### src/rtl/regfile_onehot_wr_if.sv
// Bus bundle for the one-hot-write register file. The master drives the write/read
// controls, and the slave returns the read data and the decode-fault status.
interface regfile_onehot_wr_if #(
  parameter int DATA_WIDTH    = 32,
  parameter int ERR_CNT_WIDTH = 8
);
  logic                     ctrl_writeEnable;
  logic [31:0]              ctrl_writeSelect;
  logic [DATA_WIDTH-1:0]    data_writeReg;
  logic [4:0]               ctrl_readRegA;
  logic [4:0]               ctrl_readRegB;
  logic [DATA_WIDTH-1:0]    data_readRegA;
  logic [DATA_WIDTH-1:0]    data_readRegB;
  logic                     ctrl_clearError;
  logic                     err_select;
  logic [ERR_CNT_WIDTH-1:0] err_count;

  modport master (
    output ctrl_writeEnable, ctrl_writeSelect, data_writeReg,
    output ctrl_readRegA, ctrl_readRegB, ctrl_clearError,
    input  data_readRegA, data_readRegB, err_select, err_count
  );

  modport slave (
    input  ctrl_writeEnable, ctrl_writeSelect, data_writeReg,
    input  ctrl_readRegA, ctrl_readRegB, ctrl_clearError,
    output data_readRegA, data_readRegB, err_select, err_count
  );
endinterface

### src/rtl/regfile_onehot_wr.sv
// 32-entry register file with a one-hot write select, write-first bypass, and a sticky
// monitor for malformed selects. r0 always reads as zero.
module regfile_onehot_wr #(
  parameter int DATA_WIDTH    = 32,
  parameter int ERR_CNT_WIDTH = 8
) (
  input  logic               clock,
  input  logic               ctrl_reset,
  regfile_onehot_wr_if.slave bus
);

  localparam logic [ERR_CNT_WIDTH-1:0] CNT_MAX = '1;

  logic [DATA_WIDTH-1:0]    regs_q [32];
  logic [DATA_WIDTH-1:0]    regs_d [32];
  logic                     err_select_q, err_select_d;
  logic [ERR_CNT_WIDTH-1:0] err_count_q, err_count_d;

  logic       sel_valid;
  logic [4:0] wr_idx;
  logic       wr_ok;
  logic       wr_bad;

  always_comb begin
    sel_valid = $onehot(bus.ctrl_writeSelect);
    wr_idx    = '0;
    for (int i = 0; i < 32; i++) begin
      if (bus.ctrl_writeSelect[i]) wr_idx = i[4:0];
    end
    // A select of r0 is legal, but it has no effect on any register.
    wr_ok  = bus.ctrl_writeEnable && sel_valid && (wr_idx != 5'd0);
    wr_bad = bus.ctrl_writeEnable && !sel_valid;
  end

  always_comb begin
    regs_d = regs_q;
    if (wr_ok) regs_d[wr_idx] = bus.data_writeReg;
  end

  // A malformed write on the same edge as a clear takes priority, so the count restarts at 1.
  always_comb begin
    err_select_d = err_select_q;
    err_count_d  = err_count_q;
    if (bus.ctrl_clearError) begin
      err_select_d = 1'b0;
      err_count_d  = '0;
    end
    if (wr_bad) begin
      err_select_d = 1'b1;
      if (bus.ctrl_clearError)       err_count_d = {{(ERR_CNT_WIDTH-1){1'b0}}, 1'b1};
      else if (err_count_q != CNT_MAX) err_count_d = err_count_q + 1'b1;
    end
  end

  always_ff @(posedge clock or negedge ctrl_reset) begin
    if (!ctrl_reset) begin
      for (int i = 0; i < 32; i++) regs_q[i] <= '0;
      err_select_q <= 1'b0;
      err_count_q  <= '0;
    end else begin
      regs_q       <= regs_d;
      err_select_q <= err_select_d;
      err_count_q  <= err_count_d;
    end
  end

  always_comb begin
    bus.data_readRegA = regs_q[bus.ctrl_readRegA];
    if (wr_ok && (wr_idx == bus.ctrl_readRegA)) bus.data_readRegA = bus.data_writeReg;
    if (bus.ctrl_readRegA == 5'd0) bus.data_readRegA = '0;

    bus.data_readRegB = regs_q[bus.ctrl_readRegB];
    if (wr_ok && (wr_idx == bus.ctrl_readRegB)) bus.data_readRegB = bus.data_writeReg;
    if (bus.ctrl_readRegB == 5'd0) bus.data_readRegB = '0;

    bus.err_select = err_select_q;
    bus.err_count  = err_count_q;
  end

endmodule

### src/flat_wrapper.sv
// flat-port wrapper written by rule: the top's interface ports become plain ports
module regfile_onehot_wr_flat 
#(
  parameter int DATA_WIDTH    = 32,
  parameter int ERR_CNT_WIDTH = 8
)
  (clock, ctrl_reset, bus_ctrl_writeEnable, bus_ctrl_writeSelect, bus_data_writeReg, bus_ctrl_readRegA, bus_ctrl_readRegB, bus_ctrl_clearError, bus_data_readRegA, bus_data_readRegB, bus_err_select, bus_err_count);
  regfile_onehot_wr_if #(.DATA_WIDTH(DATA_WIDTH), .ERR_CNT_WIDTH(ERR_CNT_WIDTH)) bus_i ();
  input  logic clock;
  input  logic ctrl_reset;
  input wire logic [$bits(bus_i.ctrl_writeEnable)-1:0] bus_ctrl_writeEnable;
  input wire logic [$bits(bus_i.ctrl_writeSelect)-1:0] bus_ctrl_writeSelect;
  input wire logic [$bits(bus_i.data_writeReg)-1:0] bus_data_writeReg;
  input wire logic [$bits(bus_i.ctrl_readRegA)-1:0] bus_ctrl_readRegA;
  input wire logic [$bits(bus_i.ctrl_readRegB)-1:0] bus_ctrl_readRegB;
  input wire logic [$bits(bus_i.ctrl_clearError)-1:0] bus_ctrl_clearError;
  output wire logic [$bits(bus_i.data_readRegA)-1:0] bus_data_readRegA;
  output wire logic [$bits(bus_i.data_readRegB)-1:0] bus_data_readRegB;
  output wire logic [$bits(bus_i.err_select)-1:0] bus_err_select;
  output wire logic [$bits(bus_i.err_count)-1:0] bus_err_count;
  assign bus_i.ctrl_writeEnable = bus_ctrl_writeEnable;
  assign bus_i.ctrl_writeSelect = bus_ctrl_writeSelect;
  assign bus_i.data_writeReg = bus_data_writeReg;
  assign bus_i.ctrl_readRegA = bus_ctrl_readRegA;
  assign bus_i.ctrl_readRegB = bus_ctrl_readRegB;
  assign bus_i.ctrl_clearError = bus_ctrl_clearError;
  assign bus_data_readRegA = bus_i.data_readRegA;
  assign bus_data_readRegB = bus_i.data_readRegB;
  assign bus_err_select = bus_i.err_select;
  assign bus_err_count = bus_i.err_count;
  regfile_onehot_wr #(.DATA_WIDTH(DATA_WIDTH), .ERR_CNT_WIDTH(ERR_CNT_WIDTH)) u_core (.clock(clock), .ctrl_reset(ctrl_reset), .bus(bus_i));
endmodule
### config.mk
export PLATFORM = sky130hd
export DESIGN_NAME = regfile_onehot_wr_flat
export DESIGN_NICKNAME = d
export VERILOG_FILES = /design/src/rtl/regfile_onehot_wr_if.sv /design/src/rtl/regfile_onehot_wr.sv /design/src/flat_wrapper.sv
export SDC_FILE = /design/constraint.sdc
export NUM_CORES = 2
export LEC_CHECK = 0
export BUFFER_PORTS_ARGS = -buffer_cell sky130_fd_sc_hd__buf_2
export CORE_ASPECT_RATIO = 0.7
export CORE_UTILIZATION = 50
export CTS_CLUSTER_SIZE = 16
export DETAILED_ROUTE_END_ITERATION = 16
export PLACE_DENSITY = 0.68
export SYNTH_ARGS = -nofsm -noshare
export SYNTH_HDL_FRONTEND = slang
export SYNTH_SLANG_ARGS = --single-unit
### constraint.sdc
create_clock -name clock -period 9.4 [get_ports clock]
set_input_delay 0.94 -clock clock [delete_from_list [all_inputs] [get_ports clock]]
set_output_delay 0.94 -clock clock [all_outputs]
set_load 0.02 [all_outputs]
==> impl_metrics.toml <==
[setup_path]
path_depth = 23
cp.required_ps = 8460
r2r_setup_slack_ps = 7680
path_delay_family = "adder cells"
arrival_ps = 7480
cp_slowest_cell = "fa_1"
rr_worst_depth = 7
crit_start = "bus_ctrl_writeSelect[16]"
max_stage_delay_ps = 500
r2r_start = "u_core.bus.err_count[0]"
critPathLaunchType = "input port"
critPathBufInv = 8
worstSetupEndpoint = "bus_data_readRegA[23]"
critPathMostFrequentCell = "fa_1"
cp_cell_sequence = "buf_2 > inv_1 > ha_1 > inv_1 > fa_1 > inv_1 > fa_1 > fa_1 > inv_1 > fa_1 > fa_1 > inv_1 > ha_1 > fa_1 > nor4_1 > nand3b_1 > nor3b_2 > nand2_1 > a2111o_1 > a2111oi_4 > buf_12 > mux2i_1 > buf_2"
critPathKind = "in2out"
critPathMaxFanout = 30
endpoint_kind = "primary output"
rr_endpoint = "u_core.bus.err_count[5]"

[min_path]
min_path_type = "in2async"

[yosys]
ys.flop_type = "dfrtp_1"
synthArstFlopShare_pct = 100
synth_mux_area_share_pct = 46.4
synth_commonest_cells = "dfrtp_1 (1033), mux2_2 (785), mux4_2 (629)"
syn_area_um2 = 57300
synth_xor_area_share_pct = 0.214
synthSimpleGateAreaFrac_pct = 2.49
synth_edf_count = 0
synth_compound_area_share_pct = 0.749
synth-seq-area-share_pct = 45.1
yosys-top-cells-area = "dfrtp_1 (45%), mux4_2 (25%), mux2_2 (15%)"
synthCells = 3663
synth-adder-area-share_pct = 1.54
synth_top_area_cell = "dfrtp_1"
synth_fp_nets = 3796
synth_top_area_share_pct = 45.1
ys_types = 63
yosysMostFrequentCell = "dfrtp_1"
synth.ff_latch_count = 1033
postSynthAreaPerCell_um2 = 15.6
synth_top_family_by_area = "multiplexers"
synth_warnings = 0

[cts]
cts_buffer_depth = 3
clk_pin_slew_ps = 60
postCtsSetupBuffers = 0
cts_root_buf = "clkbuf_16"
cts_made_buffers = 102
cts.sinks = 1033
ctsHoldBuffers = 0
worstSkewPairLatency_ps = 700
post_cts_resized = 0
htreeDepth = 3
cts_tree = "yes"

[power]
peakVddDrop_uv = 146
p_int_w = 0.00828
p_clk_share_pct = 38.3
powerDensity_nw_per_um2 = 181
seq_power_share_pct = 44.6
pwr-share-comb_pct = 17.0
p_leak_nw = 29.0
switching_power_w = 0.00307
swShare_pct = 27.1

[finish]
fill_cells = 9006
areaGrowthSynthToFinish_pct = 9.63
utilization_pct = 55.5
drive_gt1_share_pct = 50.8
layout.nets = 3729
final_area_um2 = 62800
antennaDiodeCount = 0

[placement]
place_congestion = 0.807
place_hpwl_um = 94600
dp_slack_ps = 1000
port_buffers = 150
placed_cell_area_um2 = 59300

[global_route]
grt_pass1_vias = 35400
grt_pass1_wl_um = 246000
antenna_found_initial = 0
grt_remaining_overflow = 0
grt_max_degree = 158
grt.total_usage_pct = 28.9

[outcome]
status = "finished clean"

[sta]
fin_skew_ps = 23.9
tightest_slew_ps = 1070
hold_viol = 0
setup_violations = 0
slew_violations = 0
layout_setup_ws_ps = 981
max_slew_margin_pct = 28.5
rsz0062_at_grt = "false"
clock.fmax_mhz = 119
setup-tns-final_ps = 0
finalCriticalPeriod_ps = 8420
fin_crit_sh_pct = 89.6

[route]
first_iter_violations = 3088
vias = 34400
drtPass1Iterations = 7
via_per_inst = 6.62
drcViolationCount = 0
antenna_left = 0
drt-total-wl_um = 163000
wire_per_inst_um = 31.4

[floorplan]
die_w_um = 406
io_pins = 151
core_um2 = 113000
die_h_um = 285
dieArea_um2 = 116000
start_util_pct = 50.6
fp-row-count = 103

[job]
maxCapViolations = 0
[how the worst min path moves through the flow]
stage / endpoint / slack [ps] / cells past startpoint
finish: u_core.bus.err_select / 220 / 1
floorplan: u_core.regs_q[1000] / 440 / 1
CTS: u_core.bus.err_count[1] / 240 / 1
detailed placement: u_core.regs_q[1016] / 380 / 0
global placement: u_core.regs_q[1004] / 380 / 0
global route: u_core.bus.err_select / 260 / 1
[sequential cells by signal (all words and copies together), names as in the netlist]
signal	count
u_core.bus.err_count	8
u_core.regs_q	1024
u_core.bus.err_select	1
[stage by stage]
| step | total power (W) | cells | hold WS, ps |
|---|---|---|---|
| global placement | 0.00701 | 5014 | 376 |
| global route | 0.0118 | 5196 | 260 |
| detailed placement | 0.00708 | 5014 | 383 |
| floorplan | 0.00645 | 3663 | 441 |
| finish | 0.0113 | 5196 | 221 |
| CTS | 0.0114 | 5196 | 238 |
[worst register-to-register path, delay by kind of cell (launching register included)]
family / cells / cell delay, ps
AND/OR/NAND/NOR: 5 / 850
flip-flops: 1 / 410
XOR/XNOR: 1 / 150
adder cells (fa/ha/maj): 1 / 190
[metal layers]
| layer | up-vias | part of all wire, % | global-route usage [%] |
|---|---|---|---|
| met5 | - | 0 | 0 |
| met3 | 226 | 7.8 | 6.37 |
| li1 | 13900 | - | - |
| met2 | 1293 | 45 | 42.2 |
| met1 | 19000 | 45 | 44.5 |
| met4 | 0 | 2.3 | 6.40 |
[cell usage in the layout (no fill, tap or decap), drive strengths merged, types with 2 or more instances in the layout]
cell type,n
nand2,189
and3,2
mux2,1024
xor2,5
o21ai,20
nor2,54
or4,3
nor3,9
buf,234
xnor2,9
clkinvlp,2
nand3,8
or2,8
a221oi,12
ha,29
clkinv,25
o31ai,2
nor2b,3
nor4,6
a2111oi,2
nand3b,5
mux2i,89
nand4,2
clkbuf,138
inv,61
o211ai,2
nand2b,3
bufinv,13
or3b,2
dfrtp,1033
a21oi,5
fa,26
mux4,629
o311a,2
nor3b,4
[cell families after synthesis]
family	after synthesis
xor+xnor	14
mux	1742
flops	1033
compound gates	55
simple gates	302
fa+ha+maj	55
buf+inv	462
[final cells by class]
cell class              instances  area [um^2]  share of cell area (%)
multi-input cells            2168        29600                    47.2
flip-flops and latches       1033        25800                    41.2
clock buffers                 138         2900                    4.62
well taps                    1522         1900                    3.03
repair buffers                234         1690                    2.70
clock inverters                44          613                   0.977
inverters                      57          214                   0.341
[power groups by stage]
stage               Clock, W  Sequential [W]  Combinational [W]
global placement           0         0.00511            0.00190
floorplan                  0         0.00506            0.00139
detailed placement         0         0.00514            0.00194
CTS                  0.00442         0.00506            0.00195
finish               0.00435         0.00507            0.00193
global route         0.00459         0.00511            0.00211
Note: power is estimated with default switching activity, not from simulation.
